File: config.mk
export PLATFORM = sky130hd
export DESIGN_NAME = spw_rx_decoder
export DESIGN_NICKNAME = d
export VERILOG_FILES = /design/src/rtl/spw_rx_decoder.sv
export SDC_FILE = /design/constraint.sdc
export NUM_CORES = 1
export LEC_CHECK = 0
export CAP_MARGIN = 20
export CORE_MARGIN = 1.5
export CORE_UTILIZATION = 55
export DETAILED_ROUTE_END_ITERATION = 8
export GPL_TIMING_DRIVEN = 1
export MAX_ROUTING_LAYER = met4
export PLACE_DENSITY = 0.79
export SLEW_MARGIN = 25
export SYNTH_ARGS = -nofsm -noshare
export SYNTH_HDL_FRONTEND = slang
export SYNTH_SLANG_ARGS = --single-unit
File: constraint.sdc
create_clock -name clk -period 4 [get_ports clk]
set_input_delay 0.4 -clock clk [delete_from_list [all_inputs] [get_ports clk]]
set_output_delay 0.4 -clock clk [all_outputs]
set_load 0.05 [all_outputs]
File: src/rtl/spw_rx_decoder.sv
// spw_rx_decoder -- character-level SpaceWire receive decoder.
//
// Consumes the recovered bit stream (one bit per bit_valid, line order),
// acquires alignment on the first NULL, then decodes data, control and
// time-code characters. It checks odd parity and ESC legality, and flags a
// disconnect when the line goes silent.
//
// Ports:
//   clk, rst       rising-edge clock, synchronous active-high reset
//   rx_en          enable; low behaves like reset (partial char dropped)
//   bit_in         received bit
//   bit_valid      bit_in carries a new bit this cycle
//   aligned        character alignment held (after first NULL)
//   got_null       pulse per NULL
//   got_fct        pulse per FCT that is not part of a NULL
//   rx_char_valid  pulse, rx_char valid ({0,byte} / 9'h100 EOP / 9'h101 EEP)
//   got_time       pulse, time_out valid
//   parity_err     pulse on parity failure
//   esc_err        pulse on illegal ESC sequence
//   disc_err       pulse on disconnect timeout
module spw_rx_decoder #(
  parameter int DISC_CYCLES = 43,
  parameter int CNT_W       = $clog2(DISC_CYCLES + 1)
) (
  input  logic       clk,
  input  logic       rst,
  input  logic       rx_en,
  input  logic       bit_in,
  input  logic       bit_valid,
  output logic       aligned,
  output logic       got_null,
  output logic       got_fct,
  output logic       rx_char_valid,
  output logic [8:0] rx_char,
  output logic       got_time,
  output logic [7:0] time_out,
  output logic       parity_err,
  output logic       esc_err,
  output logic       disc_err
);

  localparam logic [2:0] ST_HUNT = 3'd0;
  localparam logic [2:0] ST_PAR  = 3'd1;
  localparam logic [2:0] ST_FLAG = 3'd2;
  localparam logic [2:0] ST_CTRL = 3'd3;
  localparam logic [2:0] ST_DATA = 3'd4;

  // ESC followed by FCT, as the last 7 bits seen (oldest in bit 6).
  localparam logic [6:0] NULL_TAIL = 7'b1110100;

  logic [2:0]       state_q, state_d;
  logic [7:0]       sr_q, sr_d;
  logic [2:0]       bcnt_q, bcnt_d;
  logic             prev_par_q, prev_par_d;
  logic             par_acc_q, par_acc_d;
  logic             esc_q, esc_d;
  logic             started_q, started_d;
  logic [CNT_W-1:0] disc_cnt_q, disc_cnt_d;
  logic             aligned_q, aligned_d;
  logic             got_null_q, got_null_d;
  logic             got_fct_q, got_fct_d;
  logic             rx_char_valid_q, rx_char_valid_d;
  logic [8:0]       rx_char_q, rx_char_d;
  logic             got_time_q, got_time_d;
  logic [7:0]       time_out_q, time_out_d;
  logic             parity_err_q, parity_err_d;
  logic             esc_err_q, esc_err_d;
  logic             disc_err_q, disc_err_d;
  logic             err;

  always_comb begin
    state_d         = state_q;
    sr_d            = sr_q;
    bcnt_d          = bcnt_q;
    prev_par_d      = prev_par_q;
    par_acc_d       = par_acc_q;
    esc_d           = esc_q;
    started_d       = started_q;
    disc_cnt_d      = disc_cnt_q;
    got_null_d      = 1'b0;
    got_fct_d       = 1'b0;
    rx_char_valid_d = 1'b0;
    rx_char_d       = rx_char_q;
    got_time_d      = 1'b0;
    time_out_d      = time_out_q;
    parity_err_d    = 1'b0;
    esc_err_d       = 1'b0;
    disc_err_d      = 1'b0;
    err             = 1'b0;

    // Silence detector; a bit in the expiring cycle restarts the count.
    if (bit_valid) begin
      started_d  = 1'b1;
      disc_cnt_d = '0;
    end else if (started_q) begin
      if (disc_cnt_q == CNT_W'(DISC_CYCLES - 1)) begin
        disc_err_d = 1'b1;
        err        = 1'b1;
      end else begin
        disc_cnt_d = disc_cnt_q + CNT_W'(1);
      end
    end

    // par_acc holds P ^ F ^ (previous payload parity); 1 means odd = good.
    // esc_q stands in for the ESC-pending state: the next character runs
    // through the normal PAR/FLAG/CTRL/DATA path but decodes differently.
    if (bit_valid) begin
      case (state_q)
        ST_HUNT: begin
          sr_d = {sr_q[6:0], bit_in};
          if (sr_d[6:0] == NULL_TAIL) begin
            got_null_d = 1'b1;
            state_d    = ST_PAR;
            prev_par_d = 1'b0;
            sr_d       = '0;
            esc_d      = 1'b0;
          end
        end
        ST_PAR: begin
          par_acc_d = prev_par_q ^ bit_in;
          state_d   = ST_FLAG;
        end
        ST_FLAG: begin
          par_acc_d = par_acc_q ^ bit_in;
          sr_d      = '0;
          bcnt_d    = '0;
          state_d   = bit_in ? ST_CTRL : ST_DATA;
        end
        ST_CTRL: begin
          sr_d   = {bit_in, sr_q[7:1]};
          bcnt_d = bcnt_q + 3'd1;
          if (bcnt_q == 3'd1) begin
            // c0 arrived first and now sits in bit 6, c1 in bit 7.
            prev_par_d = sr_d[7] ^ sr_d[6];
            state_d    = ST_PAR;
            if (!par_acc_q) begin
              parity_err_d = 1'b1;
              err          = 1'b1;
            end else if (esc_q) begin
              esc_d = 1'b0;
              if (sr_d[7:6] == 2'b00) begin
                got_null_d = 1'b1;
              end else begin
                esc_err_d = 1'b1;
                err       = 1'b1;
              end
            end else begin
              case ({sr_d[6], sr_d[7]})
                2'b00: got_fct_d = 1'b1;
                2'b01: begin
                  rx_char_valid_d = 1'b1;
                  rx_char_d       = 9'h100;
                end
                2'b10: begin
                  rx_char_valid_d = 1'b1;
                  rx_char_d       = 9'h101;
                end
                default: esc_d = 1'b1;
              endcase
            end
          end
        end
        ST_DATA: begin
          sr_d   = {bit_in, sr_q[7:1]};
          bcnt_d = bcnt_q + 3'd1;
          if (bcnt_q == 3'd7) begin
            prev_par_d = ^sr_d;
            state_d    = ST_PAR;
            if (!par_acc_q) begin
              parity_err_d = 1'b1;
              err          = 1'b1;
            end else if (esc_q) begin
              esc_d      = 1'b0;
              got_time_d = 1'b1;
              time_out_d = sr_d;
            end else begin
              rx_char_valid_d = 1'b1;
              rx_char_d       = {1'b0, sr_d};
            end
          end
        end
        default: state_d = ST_HUNT;
      endcase
    end

    if (err) begin
      state_d    = ST_HUNT;
      sr_d       = '0;
      bcnt_d     = '0;
      prev_par_d = 1'b0;
      par_acc_d  = 1'b0;
      esc_d      = 1'b0;
      started_d  = 1'b0;
      disc_cnt_d = '0;
    end

    aligned_d = (state_d != ST_HUNT);
  end

  always_ff @(posedge clk) begin
    if (rst || !rx_en) begin
      state_q         <= ST_HUNT;
      sr_q            <= '0;
      bcnt_q          <= '0;
      prev_par_q      <= 1'b0;
      par_acc_q       <= 1'b0;
      esc_q           <= 1'b0;
      started_q       <= 1'b0;
      disc_cnt_q      <= '0;
      aligned_q       <= 1'b0;
      got_null_q      <= 1'b0;
      got_fct_q       <= 1'b0;
      rx_char_valid_q <= 1'b0;
      rx_char_q       <= '0;
      got_time_q      <= 1'b0;
      time_out_q      <= '0;
      parity_err_q    <= 1'b0;
      esc_err_q       <= 1'b0;
      disc_err_q      <= 1'b0;
    end else begin
      state_q         <= state_d;
      sr_q            <= sr_d;
      bcnt_q          <= bcnt_d;
      prev_par_q      <= prev_par_d;
      par_acc_q       <= par_acc_d;
      esc_q           <= esc_d;
      started_q       <= started_d;
      disc_cnt_q      <= disc_cnt_d;
      aligned_q       <= aligned_d;
      got_null_q      <= got_null_d;
      got_fct_q       <= got_fct_d;
      rx_char_valid_q <= rx_char_valid_d;
      rx_char_q       <= rx_char_d;
      got_time_q      <= got_time_d;
      time_out_q      <= time_out_d;
      parity_err_q    <= parity_err_d;
      esc_err_q       <= esc_err_d;
      disc_err_q      <= disc_err_d;
    end
  end

  assign aligned       = aligned_q;
  assign got_null      = got_null_q;
  assign got_fct       = got_fct_q;
  assign rx_char_valid = rx_char_valid_q;
  assign rx_char       = rx_char_q;
  assign got_time      = got_time_q;
  assign time_out      = time_out_q;
  assign parity_err    = parity_err_q;
  assign esc_err       = esc_err_q;
  assign disc_err      = disc_err_q;

endmodule

Yosys cells after proc, flatten, opt, wreduce, memory -nomap -nowiden
Index checks and enable logic that the tools add are counted.
{ "totals": {"regBits": 49, "inputBits": 5, "out_inout_bits": 25, "elab_cells": 140} }
{ "op_classes": {"n_addsub": 2, "eq_ne": 18, "n_mux": 62, "bitwise_logic": 11, "reduce_logical": 29} }
{ "op_table": {"columns": ["cell", "count"], "rows": [
  ["9-bit two-way mux", 6],
  ["1-bit two-way mux", 37],
  ["9-bit one-hot mux with 2 select lines", 2],
  ["8-bit one-hot mux with 3 select lines", 1],
  ["3-bit two-way mux", 6],
  ["3-bit one-hot mux with 5 select lines", 1],
  ["2-bit != test (second input constant)", 7],
  ["6-bit OR reduction", 2],
  ["1-bit one-hot mux with 2 select lines", 5],
  ["5-bit AND reduction", 2],
  ["9-bit AND reduction", 1],
  ["3-bit nonzero test", 3],
  ["8-bit two-way mux", 1],
  ["1-bit inverter", 8],
  ["2-bit AND reduction", 4],
  ["2-bit OR reduction", 4],
  ["8-bit XOR reduction", 1],
  ["7-bit equality test (second input constant)", 1],
  ["7-bit AND reduction", 1],
  ["6-bit by 1-bit adder with 6-bit output (second input constant)", 1],
  ["3-bit by 1-bit equality test with 1-bit output (second input constant)", 2],
  ["3-bit by 2-bit equality test with 1-bit output (second input constant)", 2],
  ["3-bit equality test (second input constant)", 2],
  ["6-bit equality test (second input constant)", 1],
  ["other kinds (14)", 21]
]} }

Depth between registers and ports, before layout
{ "depth": {"depth_word": 12, "ltp_mapped": 9, "ltp_nobuf": 7} }

Least setup slack after synthesis
OpenSTA, ideal clock, no wires.
{ "synth_path": {"path_type": "input -> register", "startpoint": "input port bit_in", "endpoint": "register prev_par_q", "setup_time_ps": 91, "t_arrival_ps": 1843, "required_time_ps": 3909, "path_slack_ps": 2066, "stages": 8, "path_cell_list": "clkbuf_1 inv_1 ha_1 xnor2_1 xnor2_1 xnor2_1 nand2_1 a311oi_1"} }
{ "synth_via": {"elab_chain_len": 8, "word_cells_on_any_way": 16, "classes_between": "eq/ne: 2; mux: 9; bitwise: 1; reduce/logical: 4"} }
{ "synth_lines": {"columns": ["item", "line", "text"], "rows": [
  ["start: declaration", "28", "input logic bit_in,"],
  ["2-bit zero test", "141", "if (sr_d[7:6] == 2'b00) begin"],
  ["1-bit two-way mux", "141", null],
  ["1-bit two-way mux", "139", "end else if (esc_q) begin"],
  ["1-bit two-way mux", "136", "if (!par_acc_q) begin"],
  ["1-bit two-way mux", "132", "if (bcnt_q == 3'd1) begin"],
  ["1-bit one-hot mux with 2 select lines", "108", "case (state_q)"],
  ["1-bit two-way mux", "107", "if (bit_valid) begin"],
  ["2-bit OR reduction (no source line)", null, null],
  ["end signal: assignment", "224", "prev_par_q <= prev_par_d;"],
  ["end: declaration", "54", "logic prev_par_q, prev_par_d;"]
]} }
Parallel ways exist; a longest one is shown, timed or not. The select of a mux whose other input is x is not followed.
A chain may end at the register's enable or synchronous reset.

Worst setup path in the final report
{ "layout_path": {"startpoint": "input port bit_valid", "endpoint": "register sr_q[4]"} }
{ "layout_via": {"elab_chain_len": 8, "word_cells_on_any_way": 11, "classes_between": "mux: 9; reduce/logical: 2"} }
{ "layout_lines": {"columns": ["item", "line", "text"], "rows": [
  ["start: declaration", "29", "input logic bit_valid,"],
  ["1-bit two-way mux", null, null],
  ["1-bit two-way mux", "141", null],
  ["1-bit two-way mux", "139", null],
  ["1-bit two-way mux", "136", null],
  ["1-bit two-way mux", "132", null],
  ["1-bit one-hot mux with 2 select lines", "108", null],
  ["1-bit two-way mux", "107", null],
  ["2-bit OR reduction (no source line)", null, null],
  ["end signal: assignment", "222", "sr_q <= sr_d;"],
  ["end: declaration", "52", "logic [7:0] sr_q, sr_d;"]
]} }
Parallel ways exist; a longest one is shown, timed or not.

==> metrics.md <==
| Metric | Value |
|---|---|
| Status | finished, final reports clean |
| H-tree Lvls | 2 |
| Endpoints failing setup | 0 |
| Syn Std Cell Area | 2360 sq um |
| Worst EP arrival | 2.58 ns |
| Synth Net Count | 274 |
| Post-layout nets | 297 |
| Worst Setup Start Kind | input pin |
| Setup crit end kind | flip-flop |
| Dpl ws | 1.29 ns |
| Clock Path Buffers | 2 |
| Fraction of layout cells with a size suffix above 1 | 7.07% |
| Detailed Route WL | 4970 microns |
| Std cell rows | 23 |
| VDD IR max | 0.181 mV |
| Layout area overhead | 16.6% |
| Mean post-synth cell area | 9.12 sq um |
| Post-synth ARST share | 0% |
| Commonest register cell after synthesis | dfxtp_1 |
| I/O pin cnt | 30 |
| Worst EP required | 4.16 ns |
| Via count | 1925 |
| Fin Clk Skew | 0.0108 ns |
| Critical setup path kind | input pin to flip-flop |
| Static Leak | 0.986 nW |
| I/O Buffers | 29 |
| Die area | 4700 sq um |
| GRT Total Usage | 24.1% |
| Most common cell after layout, fill and taps aside | dfxtp_1 |
| Number of setup buffers added after CTS | 0 |
| Initial DRC count | 136 |
| Yosys cell types | 51 |
| Worst-Skew Late Latency | 0.30 ns |
| Number of max-slew violations in the final report | 0 |
| Syn Inst Count | 259 |
| Post-DP HPWL | 3510 microns |
| Avg WL per Cell | 14.9 microns |
| Slew @ Worst Pin | 0.641 ns |
| Yosys Warn Count | 0 |
| CP Max Fanout | 21 |
| Starting density of the core | 58.2% |
| CTS root buf | clkbuf_8 |
| CTS Buf Count | 5 |
| Antenna violations before repair | 0 |
| Register area share after synthesis | 41.5% |
| Core ar. | 4060 sq um |
| Period minus WS final | 2.41 ns |
| Hold Path Class | flip-flop to flip-flop |
| #FFs+latches synth | 49 |
| First-pass iteration count of the detailed router | 4 |
| CTS resizes | 0 |
| First-pass GRT wire length | 8290 microns |
| Number of synthesized flops with an enable pin | 0 |
| Clk slew on worst S/H paths | 0.09 ns |
| TritonCTS clock tree | done |
| Vias per Instance | 5.78 |
| Unrepaired setup endpoints after global routing | false |
| RePlAce Congestion | 0.895 |
| Final period util | 60.3% |
| PwrDens | 335 nW/um^2 |
| Fin. Hold Viols | 0 |
| Final ANT Viol Nets | 0 |
| Remaining global-route overflow | 0 |
| Final WS setup | 1.59 ns |
| Max-Slew Margin vs Limit | 57.1% |
| Die Wd | 68.5 microns |
| Total negative slack | 0 ns |
| Most frequent cells in the layout | dfxtp_1, nor2_1, clkdlybuf4s50_1 |
| Pin count of the biggest net entering global routing | 22 |
| Fmax | 415 MHz |
| Die Ht | 68.5 microns |
| Post-cts hold buffer count | 0 |
| Remaining routing DRC violations | 0 |
| Max-cap violations | 0 |
| Core Util, Final | 67.9% |
| Ant diodes | 0 |
| CTS Sinks | 49 |
| Number of global-route vias before repair | 1725 |
-- report_power, final --
group	internal [mW]	leakage [nW]	total, mW	switching (mW)
Clock	0.203	0.0574	0.367	0.163
Sequential	0.492	0.396	0.500	0.00860
Combinational	0.0220	0.533	0.0559	0.0338
-- routing by layer --
layer	share of wire [%]	up-vias	GRT usage (%)
met1	48	904	32.7
li1	-	958	-
met5	0	-	-
met2	45	54	35.6
met4	1.4	0	8.25
met3	5.6	9	5.36
-- per-stage QoR --
| step | instances | hold WS (ns) | instance area [sq um] | power [mW] |
|---|---|---|---|---|
| 3_5_place_dp | 325 | 0.483 | 2640 | 0.567 |
| 4_1_cts | 333 | 0.502 | 2760 | 0.926 |
| 2_1_floorplan | 259 | 0.471 | 2360 | 0.553 |
| 6_report | 333 | 0.496 | 2760 | 0.923 |
| 3_3_place_gp | 325 | 0.474 | 2640 | 0.566 |
| 5_1_grt | 333 | 0.530 | 2760 | 0.951 |
-- path summary, 6_finish.rpt --
kind / from / to / slack (ns) / cells past startpoint
min: time_out[3] / time_out[3] / 0.50 / 2
min reg2reg: time_out[3] / time_out[3] / 0.50 / 2
max reg2reg: state_q[2] / sr_q[4] / 1.73 / 4
max: bit_valid / sr_q[4] / 1.59 / 5
-- critical path, stage by stage --
cell and delay [ns]:
clkdlybuf4s50_1 0.88, inv_1 0.25, a21oi_1 0.33, a21o_1 0.58, nor3_1 0.12
-- cell usage after synthesis, types with 2 or more instances --
cell	count	area share, %
nand3b_1	2	0.64
nor3b_1	2	0.64
a311oi_1	2	0.74
clkbuf_1	5	0.79
xor2_1	5	1.9
nor2_1	47	7.5
xnor2_1	6	2.2
buf_6	3	1.4
inv_1	8	1.3
a21oi_1	10	2.1
buf_2	4	0.85
nor3_1	9	1.9
ha_1	10	5.3
nand2b_1	2	0.53
a32o_1	8	3.4
a211oi_1	5	1.6
a211oi_2	2	1.1
buf_4	2	0.64
o21ai_0	9	1.9
a22oi_1	4	1.3
nand2_1	13	2.1
dfxtp_1	49	42
mux2i_1	12	5.1
nand3_1	5	1.1
nand4_1	3	0.79
and3_1	2	0.53
a31oi_1	4	1.1
nor2b_1	3	0.79
-- flip-flops by register name, summed over array words and instances, names as in the netlist, 3 cells and up --
name / count
time_out: 8
bcnt_q: 3
disc_cnt_q: 6
state_q: 3
rx_char: 9
sr_q: 8
-- layout make-up --
class,count,area [sq um]
fillers,320,1300
clock inverters,2,37.5
inverters,8,30.0
well taps,50,62.6
flip-flops and latches,49,981
multi-input cells,188,1260
clock buffers,6,82.6
repair buffers,30,298
-- cell families (layout without fill, tap and decap cells) --
group	count (synthesis)	after routing	share of synthesized area (%)
fa+ha+maj	10	10	5.30
mux	13	13	5.56
buf+inv	22	46	4.98
xor+xnor	11	11	4.08
compound gates	54	54	16.9
flops	49	49	41.5
simple gates	100	100	21.7
Note: power is estimated with default switching activity, not from simulation.
